## src/rtl/alu_rr_scheduler_if.sv

```systemverilog
// Request/response bundle between the per-cell decoders and alu_rr_scheduler.
// The master side is the requester/consumer; the slave side is the scheduler.
interface alu_rr_scheduler_if #(
  parameter int NUM_REQ = 4,
  parameter int DATA_W  = 16,
  parameter int IMM_W   = 16,
  parameter int ID_W    = $clog2(NUM_REQ)
);
  logic [NUM_REQ-1:0]        req_valid;
  logic [NUM_REQ-1:0]        req_ready;
  logic [NUM_REQ*5-1:0]      req_aluop;
  logic [NUM_REQ*IMM_W-1:0]  req_imm;
  logic [NUM_REQ*DATA_W-1:0] req_op_a;
  logic [NUM_REQ*DATA_W-1:0] req_op_b;
  logic [NUM_REQ*5-1:0]      req_prec;
  logic                      rsp_valid;
  logic                      rsp_ready;
  logic [ID_W-1:0]           rsp_id;
  logic [DATA_W-1:0]         rsp_data;

  modport master (
    output req_valid, req_aluop, req_imm, req_op_a, req_op_b, req_prec, rsp_ready,
    input  req_ready, rsp_valid, rsp_id, rsp_data
  );

  modport slave (
    input  req_valid, req_aluop, req_imm, req_op_a, req_op_b, req_prec, rsp_ready,
    output req_ready, rsp_valid, rsp_id, rsp_data
  );
endinterface

```

## src/rtl/alu_rr_scheduler.sv

```systemverilog
// Round-robin scheduler sharing one ALU among NUM_REQ requesters via an issue/result pipeline.
// Define ALU_SCHED_PERF_EN to build the saturating perf_busy/perf_stall counters.
module alu_rr_scheduler #(
  parameter int NUM_REQ = 4,
  parameter int DATA_W  = 16,
  parameter int IMM_W   = 16,
  parameter int ID_W    = $clog2(NUM_REQ)
) (
  input  logic                clk,
  input  logic                rst_n,
  alu_rr_scheduler_if.slave   bus,
  output logic [31:0]         perf_busy,
  output logic [31:0]         perf_stall
);

  typedef enum logic [4:0] {
    OP_LI    = 5'd0,
    OP_ADD   = 5'd1,
    OP_SUB   = 5'd2,
    OP_AND   = 5'd3,
    OP_OR    = 5'd4,
    OP_NOR   = 5'd5,
    OP_SEQ   = 5'd6,
    OP_SLT   = 5'd7,
    OP_MUL   = 5'd8,
    OP_SHR   = 5'd9,
    OP_FMUL  = 5'd10,
    OP_FIX   = 5'd11,
    OP_UNFIX = 5'd12
  } aluop_e;

  // Unpacked per-requester views of the packed request fields
  logic [4:0]        aluop_arr [NUM_REQ];
  logic [IMM_W-1:0]  imm_arr   [NUM_REQ];
  logic [DATA_W-1:0] op_a_arr  [NUM_REQ];
  logic [DATA_W-1:0] op_b_arr  [NUM_REQ];
  logic [4:0]        prec_arr  [NUM_REQ];

  always_comb begin
    for (int unsigned i = 0; i < NUM_REQ; i++) begin
      aluop_arr[i] = bus.req_aluop[i*5 +: 5];
      imm_arr[i]   = bus.req_imm[i*IMM_W +: IMM_W];
      op_a_arr[i]  = bus.req_op_a[i*DATA_W +: DATA_W];
      op_b_arr[i]  = bus.req_op_b[i*DATA_W +: DATA_W];
      prec_arr[i]  = bus.req_prec[i*5 +: 5];
    end
  end

  logic              i_valid;
  logic [ID_W-1:0]   i_id;
  logic [4:0]        i_aluop;
  logic [IMM_W-1:0]  i_imm;
  logic [DATA_W-1:0] i_op_a;
  logic [DATA_W-1:0] i_op_b;
  logic [4:0]        i_prec;

  logic              rsp_valid_q;
  logic [ID_W-1:0]   rsp_id_q;
  logic [DATA_W-1:0] rsp_data_q;

  logic [ID_W-1:0]   ptr;
  logic [ID_W-1:0]   grant;
  logic              found;
  int unsigned       scan_idx;
  logic              r_load;
  logic              accept_en;
  logic              handshake;
  logic [NUM_REQ-1:0] req_ready_c;

  assign r_load    = !rsp_valid_q || bus.rsp_ready;
  assign accept_en = !i_valid || r_load;

  // Scan ptr+1 .. ptr+NUM_REQ so the last winner has lowest priority
  always_comb begin
    found    = 1'b0;
    grant    = ptr;
    scan_idx = 0;
    for (int unsigned k = 1; k <= NUM_REQ; k++) begin
      scan_idx = (32'(ptr) + k) % 32'(NUM_REQ);
      if (!found && bus.req_valid[ID_W'(scan_idx)]) begin
        found = 1'b1;
        grant = ID_W'(scan_idx);
      end
    end
  end

  assign handshake = rst_n && accept_en && found;

  always_comb begin
    req_ready_c = '0;
    if (handshake) req_ready_c[grant] = 1'b1;
  end

  assign bus.req_ready = req_ready_c;

  // Shared ALU evaluated from the issue register
  logic signed [DATA_W-1:0]   sa;
  logic signed [DATA_W-1:0]   sb;
  logic signed [2*DATA_W-1:0] prod_full;
  logic [DATA_W-1:0]          diff;
  logic [DATA_W-1:0]          alu_res;

  always_comb begin
    sa        = i_op_a;
    sb        = i_op_b;
    prod_full = (2*DATA_W)'(sa) * (2*DATA_W)'(sb);
    diff      = i_op_a - i_op_b;
    alu_res   = '0;
    case (aluop_e'(i_aluop))
      OP_LI:    alu_res = DATA_W'(i_imm);
      OP_ADD:   alu_res = i_op_a + i_op_b;
      OP_SUB:   alu_res = diff;
      OP_AND:   alu_res = i_op_a & i_op_b;
      OP_OR:    alu_res = i_op_a | i_op_b;
      OP_NOR:   alu_res = ~(i_op_a | i_op_b);
      OP_SEQ:   alu_res = DATA_W'(i_op_a == i_op_b);
      OP_SLT:   alu_res = DATA_W'(diff[DATA_W-1]);
      OP_MUL:   alu_res = DATA_W'(prod_full);
      OP_SHR:   alu_res = sa >>> i_op_b;
      OP_FMUL:  alu_res = DATA_W'(prod_full >>> i_prec);
      OP_FIX:   alu_res = i_op_b << i_prec;
      OP_UNFIX: alu_res = sb >>> i_prec;
      default:  alu_res = '0;
    endcase
  end

  always_ff @(posedge clk or negedge rst_n) begin
    if (!rst_n) begin
      i_valid     <= 1'b0;
      i_id        <= '0;
      i_aluop     <= '0;
      i_imm       <= '0;
      i_op_a      <= '0;
      i_op_b      <= '0;
      i_prec      <= '0;
      rsp_valid_q <= 1'b0;
      rsp_id_q    <= '0;
      rsp_data_q  <= '0;
      ptr         <= ID_W'(NUM_REQ - 1);
    end else begin
      if (r_load) begin
        rsp_valid_q <= i_valid;
        if (i_valid) begin
          rsp_id_q   <= i_id;
          rsp_data_q <= alu_res;
        end
      end
      if (accept_en) begin
        i_valid <= handshake;
        if (handshake) begin
          i_id    <= grant;
          i_aluop <= aluop_arr[grant];
          i_imm   <= imm_arr[grant];
          i_op_a  <= op_a_arr[grant];
          i_op_b  <= op_b_arr[grant];
          i_prec  <= prec_arr[grant];
          ptr     <= grant;
        end
      end
    end
  end

  assign bus.rsp_valid = rsp_valid_q;
  assign bus.rsp_id    = rsp_id_q;
  assign bus.rsp_data  = rsp_data_q;

`ifdef ALU_SCHED_PERF_EN
  logic [31:0] busy_q;
  logic [31:0] stall_q;

  always_ff @(posedge clk or negedge rst_n) begin
    if (!rst_n) begin
      busy_q  <= '0;
      stall_q <= '0;
    end else begin
      if (i_valid && (busy_q != '1)) busy_q <= busy_q + 32'd1;
      if (rsp_valid_q && !bus.rsp_ready && (stall_q != '1)) stall_q <= stall_q + 32'd1;
    end
  end

  assign perf_busy  = busy_q;
  assign perf_stall = stall_q;
`else
  assign perf_busy  = '0;
  assign perf_stall = '0;
`endif

endmodule

```

## src/flat_wrapper.sv

```systemverilog
// flat-port wrapper written by rule: the top's interface ports become plain ports
module alu_rr_scheduler_flat 
#(
  parameter int NUM_REQ = 4,
  parameter int DATA_W  = 16,
  parameter int IMM_W   = 16,
  parameter int ID_W    = $clog2(NUM_REQ)
)
  (clk, rst_n, perf_busy, perf_stall, bus_req_valid, bus_req_aluop, bus_req_imm, bus_req_op_a, bus_req_op_b, bus_req_prec, bus_rsp_ready, bus_req_ready, bus_rsp_valid, bus_rsp_id, bus_rsp_data);
  alu_rr_scheduler_if #(.NUM_REQ(NUM_REQ), .DATA_W(DATA_W), .IMM_W(IMM_W), .ID_W(ID_W)) bus_i ();
  input  logic clk;
  input  logic rst_n;
  output logic [31:0] perf_busy;
  output logic [31:0] perf_stall;
  input wire logic [$bits(bus_i.req_valid)-1:0] bus_req_valid;
  input wire logic [$bits(bus_i.req_aluop)-1:0] bus_req_aluop;
  input wire logic [$bits(bus_i.req_imm)-1:0] bus_req_imm;
  input wire logic [$bits(bus_i.req_op_a)-1:0] bus_req_op_a;
  input wire logic [$bits(bus_i.req_op_b)-1:0] bus_req_op_b;
  input wire logic [$bits(bus_i.req_prec)-1:0] bus_req_prec;
  input wire logic [$bits(bus_i.rsp_ready)-1:0] bus_rsp_ready;
  output wire logic [$bits(bus_i.req_ready)-1:0] bus_req_ready;
  output wire logic [$bits(bus_i.rsp_valid)-1:0] bus_rsp_valid;
  output wire logic [$bits(bus_i.rsp_id)-1:0] bus_rsp_id;
  output wire logic [$bits(bus_i.rsp_data)-1:0] bus_rsp_data;
  assign bus_i.req_valid = bus_req_valid;
  assign bus_i.req_aluop = bus_req_aluop;
  assign bus_i.req_imm = bus_req_imm;
  assign bus_i.req_op_a = bus_req_op_a;
  assign bus_i.req_op_b = bus_req_op_b;
  assign bus_i.req_prec = bus_req_prec;
  assign bus_i.rsp_ready = bus_rsp_ready;
  assign bus_req_ready = bus_i.req_ready;
  assign bus_rsp_valid = bus_i.rsp_valid;
  assign bus_rsp_id = bus_i.rsp_id;
  assign bus_rsp_data = bus_i.rsp_data;
  alu_rr_scheduler #(.NUM_REQ(NUM_REQ), .DATA_W(DATA_W), .IMM_W(IMM_W), .ID_W(ID_W)) u_core (.clk(clk), .rst_n(rst_n), .bus(bus_i), .perf_busy(perf_busy), .perf_stall(perf_stall));
endmodule
```

## config.mk

```make
export PLATFORM = sky130hd
export DESIGN_NAME = alu_rr_scheduler_flat
export DESIGN_NICKNAME = d
export VERILOG_FILES = /design/src/rtl/alu_rr_scheduler_if.sv /design/src/rtl/alu_rr_scheduler.sv /design/src/flat_wrapper.sv
export SDC_FILE = /design/constraint.sdc
export NUM_CORES = 1
export LEC_CHECK = 0
export ABC_CLOCK_PERIOD_IN_PS = 9260
export CAP_MARGIN = 40
export CELL_PAD_IN_SITES_DETAIL_PLACEMENT = 1
export CELL_PAD_IN_SITES_GLOBAL_PLACEMENT = 2
export CORE_MARGIN = 3
export CORE_UTILIZATION = 32
export DETAILED_ROUTE_END_ITERATION = 8
export GPL_ROUTABILITY_DRIVEN = 1
export HOLD_SLACK_MARGIN = 0.02
export PLACE_DENSITY_LB_ADDON = 0.25
export SLEW_MARGIN = 5
export SYNTH_ARGS = -nofsm -noshare
export SYNTH_HDL_FRONTEND = slang
export SYNTH_SLANG_ARGS = --single-unit
```

## constraint.sdc

```tcl
create_clock -name clk -period 9.26 [get_ports clk]
set_input_delay 0.926 -clock clk [delete_from_list [all_inputs] [get_ports clk]]
set_output_delay 0.926 -clock clk [all_outputs]
set_load 0.1 [all_outputs]
```

After elaboration in Yosys (flattened, before gate mapping)
Cells that the tools add are included.
Word-level totals
  input port bits: 239
  logic and storage cells: 97
  register bits: 82
Cells by class
  eq/ne operators: 13
  $lt $le $gt $ge: 7
  add/subtract/negate cells: 6
  multiplexer cells: 35
  $mul: 1
  shifts and indexed selects: 4
  reductions and logical operators: 16
  bitwise logic cells: 4
Operators by type and width (count)
  16-bit one-hot mux with 13 select lines: 1
  16-bit binary-select mux with 2-bit select: 3
  16-bit two-way mux: 6
  16-bit by 16-bit multiplier with 32-bit output: 1
  32-bit by 5-bit >>> shifter with 16-bit output: 1
  5-bit by 4-bit equality test with 1-bit output, second input constant: 5
  5-bit binary-select mux with 2-bit select: 2
  5-bit by 3-bit equality test with 1-bit output, second input constant: 4
  5-bit two-way mux: 4
  16-bit adder: 1
  16-bit bitwise AND: 1
  16-bit equality test: 1
  16-bit NOT: 1
  16-bit OR: 1
  16-bit by 5-bit left shift with 16-bit output: 1
  16-bit by 16-bit >>> shifter with 16-bit output: 1
  16-bit by 5-bit >>> shifter with 16-bit output: 1
  16-bit subtractor: 1
  2-bit by 3-bit < comparator with 1-bit output, second input constant: 5
  5-bit by 2-bit equality test with 1-bit output, second input constant: 2
  1-bit two-way mux: 9
  1-bit binary-select mux with 2-bit select: 4
  2-bit two-way mux: 4
  1-bit logical AND: 6
  12 further kinds: 20

Logic depth before layout (Yosys ltp)
  depth after elaboration: 18
  depth in mapped cells: 30
  depth with buffers taken out: 26

Least setup slack after synthesis
OpenSTA, ideal clock, no wires.
  path type: reg-to-reg
  start: register u_core.i_op_b[1]
  end: register u_core.rsp_data_q[0] (netlist: u_core.bus.rsp_data[0])
  arrival: 7372 ps
  period minus slack after synthesis: 7447 ps
  cell stages (with the launch flop): 26
  slack: 1813 ps
  cell sequence: dfrtp_1 -> clkbuf_1 -> inv_1 -> clkbuf_1 -> buf_1 -> nor2_1 -> fa_1 -> inv_1 -> fa_1 -> fa_1 -> fa_1 -> fa_1 -> fa_1 -> inv_1 -> ha_1 -> a211o_1 -> a211o_1 -> a21o_1 -> o21a_1 -> a211oi_1 -> o31ai_1 -> a2111oi_0 -> a31oi_1 -> a2111o_1 -> a41o_1 -> a21oi_2
Between the ends
  cells in the longest elaborated chain, start to end: 3
RTL lines
  from (decl): line alu_rr_scheduler.sv:54  | logic [DATA_W-1:0] i_op_b;
  from (signal assigned): line alu_rr_scheduler.sv:155  | i_op_b <= op_b_arr[grant];
  16-bit by 16-bit multiplier with 32-bit output: line alu_rr_scheduler.sv:106  | prod_full = (2*DATA_W)'(sa) * (2*DATA_W)'(sb);
  32-bit by 5-bit >>> shifter with 16-bit output: line alu_rr_scheduler.sv:120  | OP_FMUL: alu_res = DATA_W'(prod_full >>> i_prec);
  16-bit one-hot mux with 13 select lines *: line alu_rr_scheduler.sv:109  | case (aluop_e'(i_aluop))
  to (signal assigned): line alu_rr_scheduler.sv:145  | rsp_data_q <= alu_res;
  to (decl): line alu_rr_scheduler.sv:59  | logic [DATA_W-1:0] rsp_data_q;
Mark *: on every way between the ends. The rest lies on a longest branch, timed or not.
A chain may end at the register's enable or synchronous reset.

Worst setup path in the final report
  start: register u_core.i_op_a[6]
  end: register u_core.rsp_data_q[12] (netlist: u_core.bus.rsp_data[12])
Between the ends
  cells in the longest elaborated chain, start to end: 3
RTL lines
  from (decl): line alu_rr_scheduler.sv:53  | logic [DATA_W-1:0] i_op_a;
  from (signal assigned): line alu_rr_scheduler.sv:154  | i_op_a <= op_a_arr[grant];
  16-bit by 16-bit multiplier with 32-bit output: line alu_rr_scheduler.sv:106
  32-bit by 5-bit >>> shifter with 16-bit output: line alu_rr_scheduler.sv:120
  16-bit one-hot mux with 13 select lines *: line alu_rr_scheduler.sv:109
Marks and branches as above.

==> impl_metrics.yaml <==
cts:
  cts_tree: "done"
  ctsHoldBuffers: 0
  clkLatencyLatePin_ns: 0.40
  post_cts_resized: 0
  cts.sink_count: 82
  clockBufferDepth: 2
  cts_made_buffers: 9
  htreeDepth: 3
  root_buffer: "clkbuf_16"
  postCtsSetupRepairBufs: 0
  cts.clk_slew.worst_paths_ns: 0.08
setup_path:
  cp-end-kind: "flip-flop"
  arrival_ns: 8.76
  crit_type: "flip-flop to flip-flop"
  cpLargestDelayFamily: "adder cells"
  cpMostUsedCell: "fa_1"
  critPathMaxFanout: 11
  cpPeakStageDelay_ns: 0.66
  worstPathRequired_ns: 9.54
  critPathBufInv: 6
  setup.worst_path.start_class: "flip-flop"
  crit_path_top_delay_cell: "clkinv_1"
logic_synthesis:
  syn-cell-area_mm2: 0.02092
  yosys_register_bits: 82
  synth_ff_type: "dfrtp_1"
  synthTopCellsByArea: "fa_1, nand2_1, dfrtp_1, ha_1, inv_1"
  syn_inst: 2804
  yosysSeqAreaShare_pct: 9.821
  synthArstFlopShare_pct: 100.0
  synth_edf_count: 0
  avgSynthCellArea_um2: 7.460
  ys_types: 85
  synth_area_leader_cell: "fa_1"
  synth_top_area_share_pct: 25.26
  yosys_warnings: 0
floorplanning:
  ios: 326
  dieWidth_um: 261.7
  row_count: 93
  dieHeight_um: 261.7
  core-area_mm2: 0.06458
  dieArea_mm2: 0.06848
  initial_core_util_pct: 32.39
layout:
  multi_input_area_mm2: 0.01687
  post-route-util_pct: 38.96
  layout.nets: 3637
  area_delta_synth_final_pct: 20.28
  final_common_cell: "nand2_1"
  seq_area_mm2: 0.002057
  most-common-layout-cells: "nand2_1, inv_1, fa_1"
  drive_gt1_share_pct: 6.447
  fillCellCount: 7911
global_routing:
  antenna_found_initial: 5
  grt_pass1_wl_um: 155400
  grt_pass1_vias: 23250
  grtUsageTotal_pct: 30.76
  grt_overflow: 0
  grt_max_degree: 79
detailed_routing:
  routed_wl_um: 106400
  routed-via-count: 21870
  drt-initial-drc-count: 1772
  dr.pass1.iters: 5
  final_antenna_net_count: 0
  remaining_drc_errors: 0
  wl_per_cell_um: 27.52
  viasPerCell: 5.658
timing:
  fin_skew_ns: 0.01165
  setup_viol: 0
  slew-limit-headroom_pct: 37.88
  max_freq_mhz: 117.9
  final_hold_viol_count: 0
  final.period_utilization_pct: 91.57
  tightest_slew_ns: 0.9308
  fin_ws_ns: 0.7804
  grt_setup_unrepaired: "false"
  drv_slew: 0
  fin_crit_ns: 8.480
  fin_setup_tns_ns: 0
placement:
  routabilityCongestion: 0.9964
  pre_cts_slack_ns: 0.9449
  io_buffers: 261
  place_hpwl_um: 86550
min_path:
  hp-class: "input pin to asynchronous set/reset pin"
status:
  outcome: "finished clean"
flow_run:
  drv_cap: 0
-- cells in the mapped netlist, types with 8 or more instances --
cell type and n:
nand4_1 9, or3_1 14, ha_1 130, a21o_1 20
a21oi_1 124, a221o_1 13, o211ai_1 67, mux2i_1 37
o21a_1 13, a221oi_1 21, buf_4 64, and2_1 8
nand2_1 590, nand3_1 92, o221ai_1 8, or2_2 8
mux4_2 10, o21ai_0 180, o31ai_1 12, buf_1 12
inv_1 278, clkbuf_1 172, a31oi_1 15, nor2_1 233
xnor2_1 25, o22ai_1 12, dfrtp_1 80, a211o_1 15
clkinv_1 15, mux2_2 19, a211oi_1 35, nor4_1 9
fa_1 264, nand2b_1 15, nor3_1 42
-- routing by layer --
| metal | GRT usage, % | vias up | share of wire (%) |
|---|---|---|---|
| met5 | 0 | - | 0.038 |
| met4 | 12.43 | 6 | 4.6 |
| met3 | 5.069 | 207 | 7.0 |
| met2 | 50.03 | 999 | 46 |
| met1 | 40.73 | 10980 | 42 |
| li1 | - | 9676 | - |
-- cell type report --
type / count / share of cell area, %
Multi-Input combinational cell: 2240 / 67.04
Sequential cell: 82 / 8.175
Clock buffer: 9 / 0.8951
Tap cell: 855 / 4.252
Inverter: 294 / 4.386
Antenna cell: 1 / 0.009945
Timing Repair Buffer: 377 / 15.01
Clock inverter: 7 / 0.2387
-- per-stage QoR --
step	hold WS, ns	cells	area [µm²]
4_1_cts	0.4533	3864	25160
5_1_grt	0.4695	3864	25160
3_5_place_dp	0.4755	3848	24870
2_1_floorplan	0.4460	2867	21160
3_3_place_gp	0.4596	3823	24390
6_report	0.4619	3865	25160
-- path summary, 6_finish.rpt --
check / from / to / slack, ns / depth (start not counted)
worst max-delay path: u_core.i_op_a[6] / u_core.bus.rsp_data[12] / 0.78 / 25
worst min-delay path: rst_n / u_core.bus.rsp_data[9] / 0.46 / 1
worst max register to register: u_core.i_op_a[6] / u_core.bus.rsp_data[12] / 0.78 / 25
worst min register to register: u_core.i_id[1] / u_core.i_id[1] / 0.49 / 2
max in group asynchronous: rst_n / u_core.i_prec[0] / 7.54 / 2
min in group clk: u_core.i_id[1] / u_core.i_id[1] / 0.49 / 2
-- worst register-to-register path: stages (launching register included) --
cell and delay, ns:
dfrtp_1 0.65, clkinv_1 0.66, nor2_1 0.34, fa_1 0.44, inv_1 0.08, fa_1 0.47, fa_1 0.44, fa_1 0.49
inv_1 0.06, fa_1 0.53, inv_1 0.05, fa_1 0.49, inv_1 0.06, ha_1 0.31, a211o_1 0.32, a211o_1 0.30
a21o_1 0.21, o21ai_1 0.40, a31oi_1 0.22, nor3b_1 0.18, a2111oi_1 0.59, buf_4 0.22, o22ai_1 0.13, a21oi_1 0.28
o21ai_0 0.14, a211o_1 0.33
-- cell families after synthesis --
family / share of synthesized area [%]
other cells: 0.01793
simple gates: 20.75
fa+ha+maj: 33.04
compound gates: 20.22
buf+inv: 10.98
mux: 3.870
xor+xnor: 1.298
flops: 9.821
-- state kept, by name, summed over array words and instances, names as in the netlist --
signal / count
u_core.i_prec: 5
u_core.bus.rsp_id: 2
u_core.bus.rsp_valid: 1
u_core.ptr: 2
u_core.i_valid: 1
u_core.bus.rsp_data: 16
u_core.i_op_a: 16
u_core.i_id: 2
u_core.i_aluop: 5
u_core.i_imm: 16
u_core.i_op_b: 16
Power is left out: the tool's default activity adds up to more than one toggle a clock period on the data nets, which glitch-free logic cannot reach.
